--- src/rtl/fsk_pkg.sv ---
// Shared constants, state encoding and sizing helpers for the FSK
// pulse-width encoder and its matching decoder.
package fsk_pkg;

    typedef enum logic [1:0] {
        IDLE = 2'd0,
        HIGH = 2'd1,
        LOW  = 2'd2
    } fsk_state_t;

    localparam int FSK_ONE_CYCLES     = 4;
    localparam int FSK_ZERO_CYCLES    = 10;
    localparam int FSK_LOW_CYCLES     = 4;
    localparam int FSK_DECODE_THRESH  = 7;
    localparam int FSK_CODEWORD_WIDTH = 7;

    // Counter width for a value range; never narrower than one bit.
    function automatic int fsk_cnt_width(input int max_count);
        return ($clog2(max_count) < 1) ? 1 : $clog2(max_count);
    endfunction

    function automatic int fsk_max3(input int a, input int b, input int c);
        int m;
        m = (a > b) ? a : b;
        return (m > c) ? m : c;
    endfunction

endpackage

--- src/rtl/fsk_symbol_timer.sv ---
// Loadable down-counter that times each high pulse and low gap.
// It holds at zero; a load always takes priority over counting.
module fsk_symbol_timer
    import fsk_pkg::*;
#(
    parameter int TW = fsk_cnt_width(FSK_ZERO_CYCLES)
) (
    input  logic          clk,
    input  logic          reset,
    input  logic          i_load,
    input  logic [TW-1:0] i_load_value,
    output logic          o_zero
);

    logic [TW-1:0] r_count;

    // NOTE: sequential state uses non-blocking assignments so every flop samples pre-edge values.
    always_ff @(posedge clk or posedge reset) begin
        if (reset) begin
            r_count <= '0;
        end else if (i_load) begin
            r_count <= i_load_value;
        end else if (r_count != '0) begin
            r_count <= r_count - 1'b1;
        end
    end

    assign o_zero = (r_count == '0);

endmodule

--- src/rtl/fsk_encoder.sv ---
// Serialises a parallel codeword MSB-first as high pulses whose width
// encodes the bit (short = 1, long = 0), each followed by a fixed low gap.
module fsk_encoder
    import fsk_pkg::*;
#(
    parameter int WIDTH         = FSK_CODEWORD_WIDTH,
    parameter int ONE_CYCLES    = FSK_ONE_CYCLES,
    parameter int ZERO_CYCLES   = FSK_ZERO_CYCLES,
    parameter int LOW_CYCLES    = FSK_LOW_CYCLES,
    parameter int DECODE_THRESH = FSK_DECODE_THRESH
) (
    input  logic             clk,
    input  logic             reset,
    input  logic [WIDTH-1:0] data_in,
    input  logic             data_valid,
    output logic             data_ready,
    output logic             codeout,
    output logic             busy,
    output logic             done
);

    localparam int TW = fsk_cnt_width(fsk_max3(ONE_CYCLES, ZERO_CYCLES, LOW_CYCLES));
    localparam int BW = fsk_cnt_width(WIDTH);

    localparam logic [TW-1:0] ONE_LOAD  = TW'(ONE_CYCLES - 1);
    localparam logic [TW-1:0] ZERO_LOAD = TW'(ZERO_CYCLES - 1);
    localparam logic [TW-1:0] LOW_LOAD  = TW'(LOW_CYCLES - 1);
    localparam logic [BW-1:0] BITS_INIT = BW'(WIDTH - 1);

    // Pulse widths must straddle the decoder threshold and fit its 4-bit counter.
    if (ONE_CYCLES < 1 || ONE_CYCLES >= DECODE_THRESH ||
        ZERO_CYCLES < DECODE_THRESH || ZERO_CYCLES >= 16) begin : g_bad_pulse_timing
        $fatal(1, "fsk_encoder: pulse widths incompatible with decoder threshold");
    end
    if (LOW_CYCLES < 1) begin : g_bad_low_gap
        $fatal(1, "fsk_encoder: LOW_CYCLES must be at least 1");
    end
    if (WIDTH < 1) begin : g_bad_width
        $fatal(1, "fsk_encoder: WIDTH must be at least 1");
    end

    fsk_state_t       r_state;
    logic [WIDTH-1:0] r_shift;
    logic [BW-1:0]    r_bits_left;
    logic             r_codeout;
    logic             r_busy;
    logic             r_done;
    logic             r_ready;

    logic             w_accept;
    logic             w_timer_zero;
    logic             w_timer_load;
    logic [TW-1:0]    w_timer_value;

    assign w_accept = data_valid & r_ready;

    // NOTE: every always_comb output gets a default first so no latch is inferred.
    always_comb begin
        w_timer_load  = 1'b0;
        w_timer_value = '0;
        case (r_state)
            IDLE: begin
                if (w_accept) begin
                    w_timer_load  = 1'b1;
                    w_timer_value = data_in[WIDTH-1] ? ONE_LOAD : ZERO_LOAD;
                end
            end
            HIGH: begin
                if (w_timer_zero) begin
                    w_timer_load  = 1'b1;
                    w_timer_value = LOW_LOAD;
                end
            end
            LOW: begin
                if (w_timer_zero && r_bits_left != '0) begin
                    w_timer_load  = 1'b1;
                    w_timer_value = r_shift[WIDTH-1] ? ONE_LOAD : ZERO_LOAD;
                end
            end
            default: begin
                w_timer_load  = 1'b0;
                w_timer_value = '0;
            end
        endcase
    end

    fsk_symbol_timer #(
        .TW (TW)
    ) u_timer (
        .clk          (clk),
        .reset        (reset),
        .i_load       (w_timer_load),
        .i_load_value (w_timer_value),
        .o_zero       (w_timer_zero)
    );

    // The consumed bit is shifted out as its pulse ends, so the MSB already
    // holds the next bit by the time the low gap finishes.
    always_ff @(posedge clk or posedge reset) begin
        if (reset) begin
            r_state     <= IDLE;
            r_shift     <= '0;
            r_bits_left <= '0;
            r_codeout   <= 1'b0;
            r_busy      <= 1'b0;
            r_done      <= 1'b0;
            r_ready     <= 1'b1;
        end else begin
            r_done <= 1'b0;
            case (r_state)
                IDLE: begin
                    if (w_accept) begin
                        r_shift     <= data_in;
                        r_bits_left <= BITS_INIT;
                        r_state     <= HIGH;
                        r_codeout   <= 1'b1;
                        r_busy      <= 1'b1;
                        r_ready     <= 1'b0;
                    end
                end
                HIGH: begin
                    if (w_timer_zero) begin
                        r_shift   <= r_shift << 1;
                        r_state   <= LOW;
                        r_codeout <= 1'b0;
                    end
                end
                LOW: begin
                    if (w_timer_zero) begin
                        if (r_bits_left != '0) begin
                            r_bits_left <= r_bits_left - 1'b1;
                            r_state     <= HIGH;
                            r_codeout   <= 1'b1;
                        end else begin
                            r_state <= IDLE;
                            r_busy  <= 1'b0;
                            r_ready <= 1'b1;
                            r_done  <= 1'b1;
                        end
                    end
                end
                default: begin
                    r_state   <= IDLE;
                    r_codeout <= 1'b0;
                    r_busy    <= 1'b0;
                    r_ready   <= 1'b1;
                end
            endcase
        end
    end

    assign data_ready = r_ready;
    assign codeout    = r_codeout;
    assign busy       = r_busy;
    assign done       = r_done;

endmodule
--- config.mk ---
export PLATFORM = sky130hd
export DESIGN_NAME = fsk_encoder
export DESIGN_NICKNAME = d
export VERILOG_FILES = /design/src/rtl/fsk_pkg.sv /design/src/rtl/fsk_symbol_timer.sv /design/src/rtl/fsk_encoder.sv
export SDC_FILE = /design/constraint.sdc
export NUM_CORES = 1
export LEC_CHECK = 0
export CELL_PAD_IN_SITES_DETAIL_PLACEMENT = 1
export CELL_PAD_IN_SITES_GLOBAL_PLACEMENT = 1
export CORE_MARGIN = 2
export CORE_UTILIZATION = 37
export DETAILED_ROUTE_END_ITERATION = 12
export GPL_ROUTABILITY_DRIVEN = 0
export GPL_TIMING_DRIVEN = 1
export PLACE_DENSITY = 0.79
export SYNTH_ARGS = -nofsm -noshare
export SYNTH_HDL_FRONTEND = slang
export SYNTH_SLANG_ARGS = --single-unit
export TNS_END_PERCENT = 1
--- constraint.sdc ---
create_clock -name clk -period 1.58 [get_ports clk]
set_input_delay 0.316 -clock clk [delete_from_list [all_inputs] [get_ports clk]]
set_output_delay 0.316 -clock clk [all_outputs]
set_load 0.01 [all_outputs]
==> results.ini <==
[yosys]
synthAdderAreaFrac_pct = 4.608
synth.distinct_cells = 34
synth_edf_count = 0
synth_seq_cells = 20
synth_simple_gate_area_share_pct = 14.75
synth_xor_area_share_pct = 1.613
syn_nets = 121
synth_compound_gate_area_share_pct = 19.01
muxShareOfSynthArea_pct = 6.567
netlist_area_um2 = 1086
dominantRegCellSynth = dfrtp_1
avgSynthCellArea_um2 = 10.15
synth_top_family_by_area = compound AO/OA/AOI/OAI gates
ys_seq_area_share_pct = 46.20
postSynth.asyncResetShare_pct = 100.0
syn_inst = 107
synth_warnings = 0

[timing]
finalSetupViolCount = 0
hold_violations = 0
period_share_pct = 99.78
slew_headroom_pct = 82.28
worst_slack_ns = 0.003406
skew_ns = 0.007362
slew_violations = 0
whs_ns = 0.3377
tightest_slew_ns = 0.2646
max_freq_mhz = 634.3
grt_setup_unrepaired = yes
setup_tns_ns = 0
finalCriticalPeriod_ns = 1.577

[worst_setup_path]
cp_max_fo = 5
worstPathRequired_ns = 1.82
worstPathArrival_ns = 1.81
critical_path_class = reg2reg
end_kind = register
startpoint_type = register

[global_routing]
gr-total-overflow = 0
grt_pass1_wl_mm = 4.471
antenna_found_initial = 0
grt_usage_pct = 18.10
grt_max_degree = 21
grt_pass1_vias = 990

[cells_and_area]
seqCellArea_um2 = 501.7
final_util_pct = 51.64
drive_gt1_share_pct = 26.62
multi_input_area_um2 = 533.0
fill_cells = 327
finalNetCount = 154
syn_to_final_growth_pct = 32.26
diodes = 0

[drt]
drt_iter0_markers = 27
wl_per_cell_um = 15.79
ant_nets = 0
post-route-drc-count = 0
first_pass_iters = 4
vias_per_cell = 5.388
vias = 916
wl_mm = 2.684

[hold_path]
hold_path_class = in2async

[clocking]
clkSlewWorstSetupHoldPaths_ns = 0.12
cts_made_buffers = 3
ctsLongestPathBuffers = 2
cts-htree-levels = 1
clock_latency_ns = 0.32
clock-sinks = 20
cts_root_buffer = clkbuf_4
cts_tree = built

[floorplan]
start_util_pct = 39.05
fp.coreArea_um2 = 2781
fp.dieH_um = 58.18
core.rowCount = 19
die_w_um = 58.18
io_pins = 14
dieArea_um2 = 3384

[flow_run]
drv_cap = 0

[placed_design]
port_buffers = 13
hpwl_mm = 1.854
dp_slack_ns = -0.1696

[power_and_ir_drop]
powerDensity_nw_per_um2 = 600.9
total_power_uw = 863.2
peakVddDrop_v = 0.0006754
p_leak_uw = 0.0006600

[outcome]
outcome = complete, no violations

==> through the flow <==
| stage | instance area, um^2 | std cells |
|---|---|---|
| 6_report | 1436 | 170 |
| 2_1_floorplan | 1086 | 107 |
| 3_3_place_gp | 1324 | 160 |
| 5_1_grt | 1436 | 170 |
| 4_1_cts | 1364 | 165 |
| 3_5_place_dp | 1324 | 160 |
==> report_power, final <==
part           internal [uW]  switching (uW)  leakage (uW)  total, uW
Clock                    141             170     0.0000210        311
Combinational           23.8            16.6      0.000384       40.5
Sequential               512               0      0.000255        512
==> sequential cells by signal (all words and copies together), names as in the netlist <==
signal / count
busy: 1
codeout: 1
u_timer.r_count: 4
r_shift: 7
done: 1
r_state: 2
data_ready: 1
r_bits_left: 3
==> worst max-delay path: stages (launching register included) <==
cell and delay [ns]:
dfrtp_1 0.41, inv_2 0.08, ha_4 0.13, nor3b_4 0.24
nand4_1 0.26, buf_4 0.23, o211ai_1 0.16
==> metal layers <==
metal  vias up  global-route usage (%)  share of wire (%)
met4         0                   8.306                2.4
met1       445                   20.42                 40
met2        22                   31.17                 53
li1        442                       -                  -
met3         7                   5.580                4.2
met5         -                       0                  0
==> layout make-up <==
cell class | count | share of cell area (%)
Inverter | 10 | 2.613
Sequential cell | 20 | 34.93
Multi-Input combinational cell | 73 | 37.11
Tap cell | 31 | 2.700
Clock buffer | 4 | 2.526
Timing Repair Buffer | 32 | 20.12
==> cells in the final DEF, fill, tap and decap left out, types with 2 or more instances in the layout <==
master and n:
xnor2_1 2, clkdlybuf4s50_1 10, dlygate4sd2_1 3, o21ai_1 4, inv_2 2, clkbuf_4 3
ha_1 3, buf_4 16, a21oi_1 6, nor2_1 4, buf_6 2, inv_1 8
nor3_1 3, a31oi_1 2, o21ai_0 8, dfrtp_1 19, mux2i_1 6, nand2_1 14
==> kinds of logic after synthesis <==
kind of cell | Yosys count
compound gates | 31
simple gates | 29
flops | 20
buf+inv | 14
mux | 7
fa+ha+maj | 4
xor+xnor | 2
==> path summary, 6_finish.rpt <==
check                                        start            endpoint  slack [ns]  cells after the start
worst max-delay path            u_timer.r_count[0]  u_timer.r_count[3]       0.003                      6
worst min-delay path                         reset      r_bits_left[1]        0.34                      3
worst max register to register  u_timer.r_count[0]  u_timer.r_count[3]       0.003                      6
worst min register to register          r_shift[3]          r_shift[3]        0.49                      2
max in group asynchronous                    reset          data_ready        0.97                      3
min in group clk                        r_shift[3]          r_shift[3]        0.49                      2
==> what timing repair did <==
action,in CTS,in global routing
setup endpoints to repair,6,13
pin swaps,1,4
setup buffers,1,5
resized for setup,3,12
hold buffers,0,0
==> cell usage after synthesis (2+ instances only) <==
master | count | area [um^2]
a31oi_1 | 3 | 18.77
ha_1 | 4 | 50.05
o21ai_0 | 11 | 55.05
dfrtp_1 | 19 | 475.5
a21oi_1 | 6 | 30.03
nor2_1 | 4 | 15.01
nor3_1 | 3 | 15.01
nand2_1 | 14 | 52.55
buf_6 | 3 | 33.78
xnor2_1 | 2 | 17.52
inv_1 | 10 | 37.54
mux2i_1 | 6 | 60.06
Note: power is estimated with default switching activity, not from simulation.
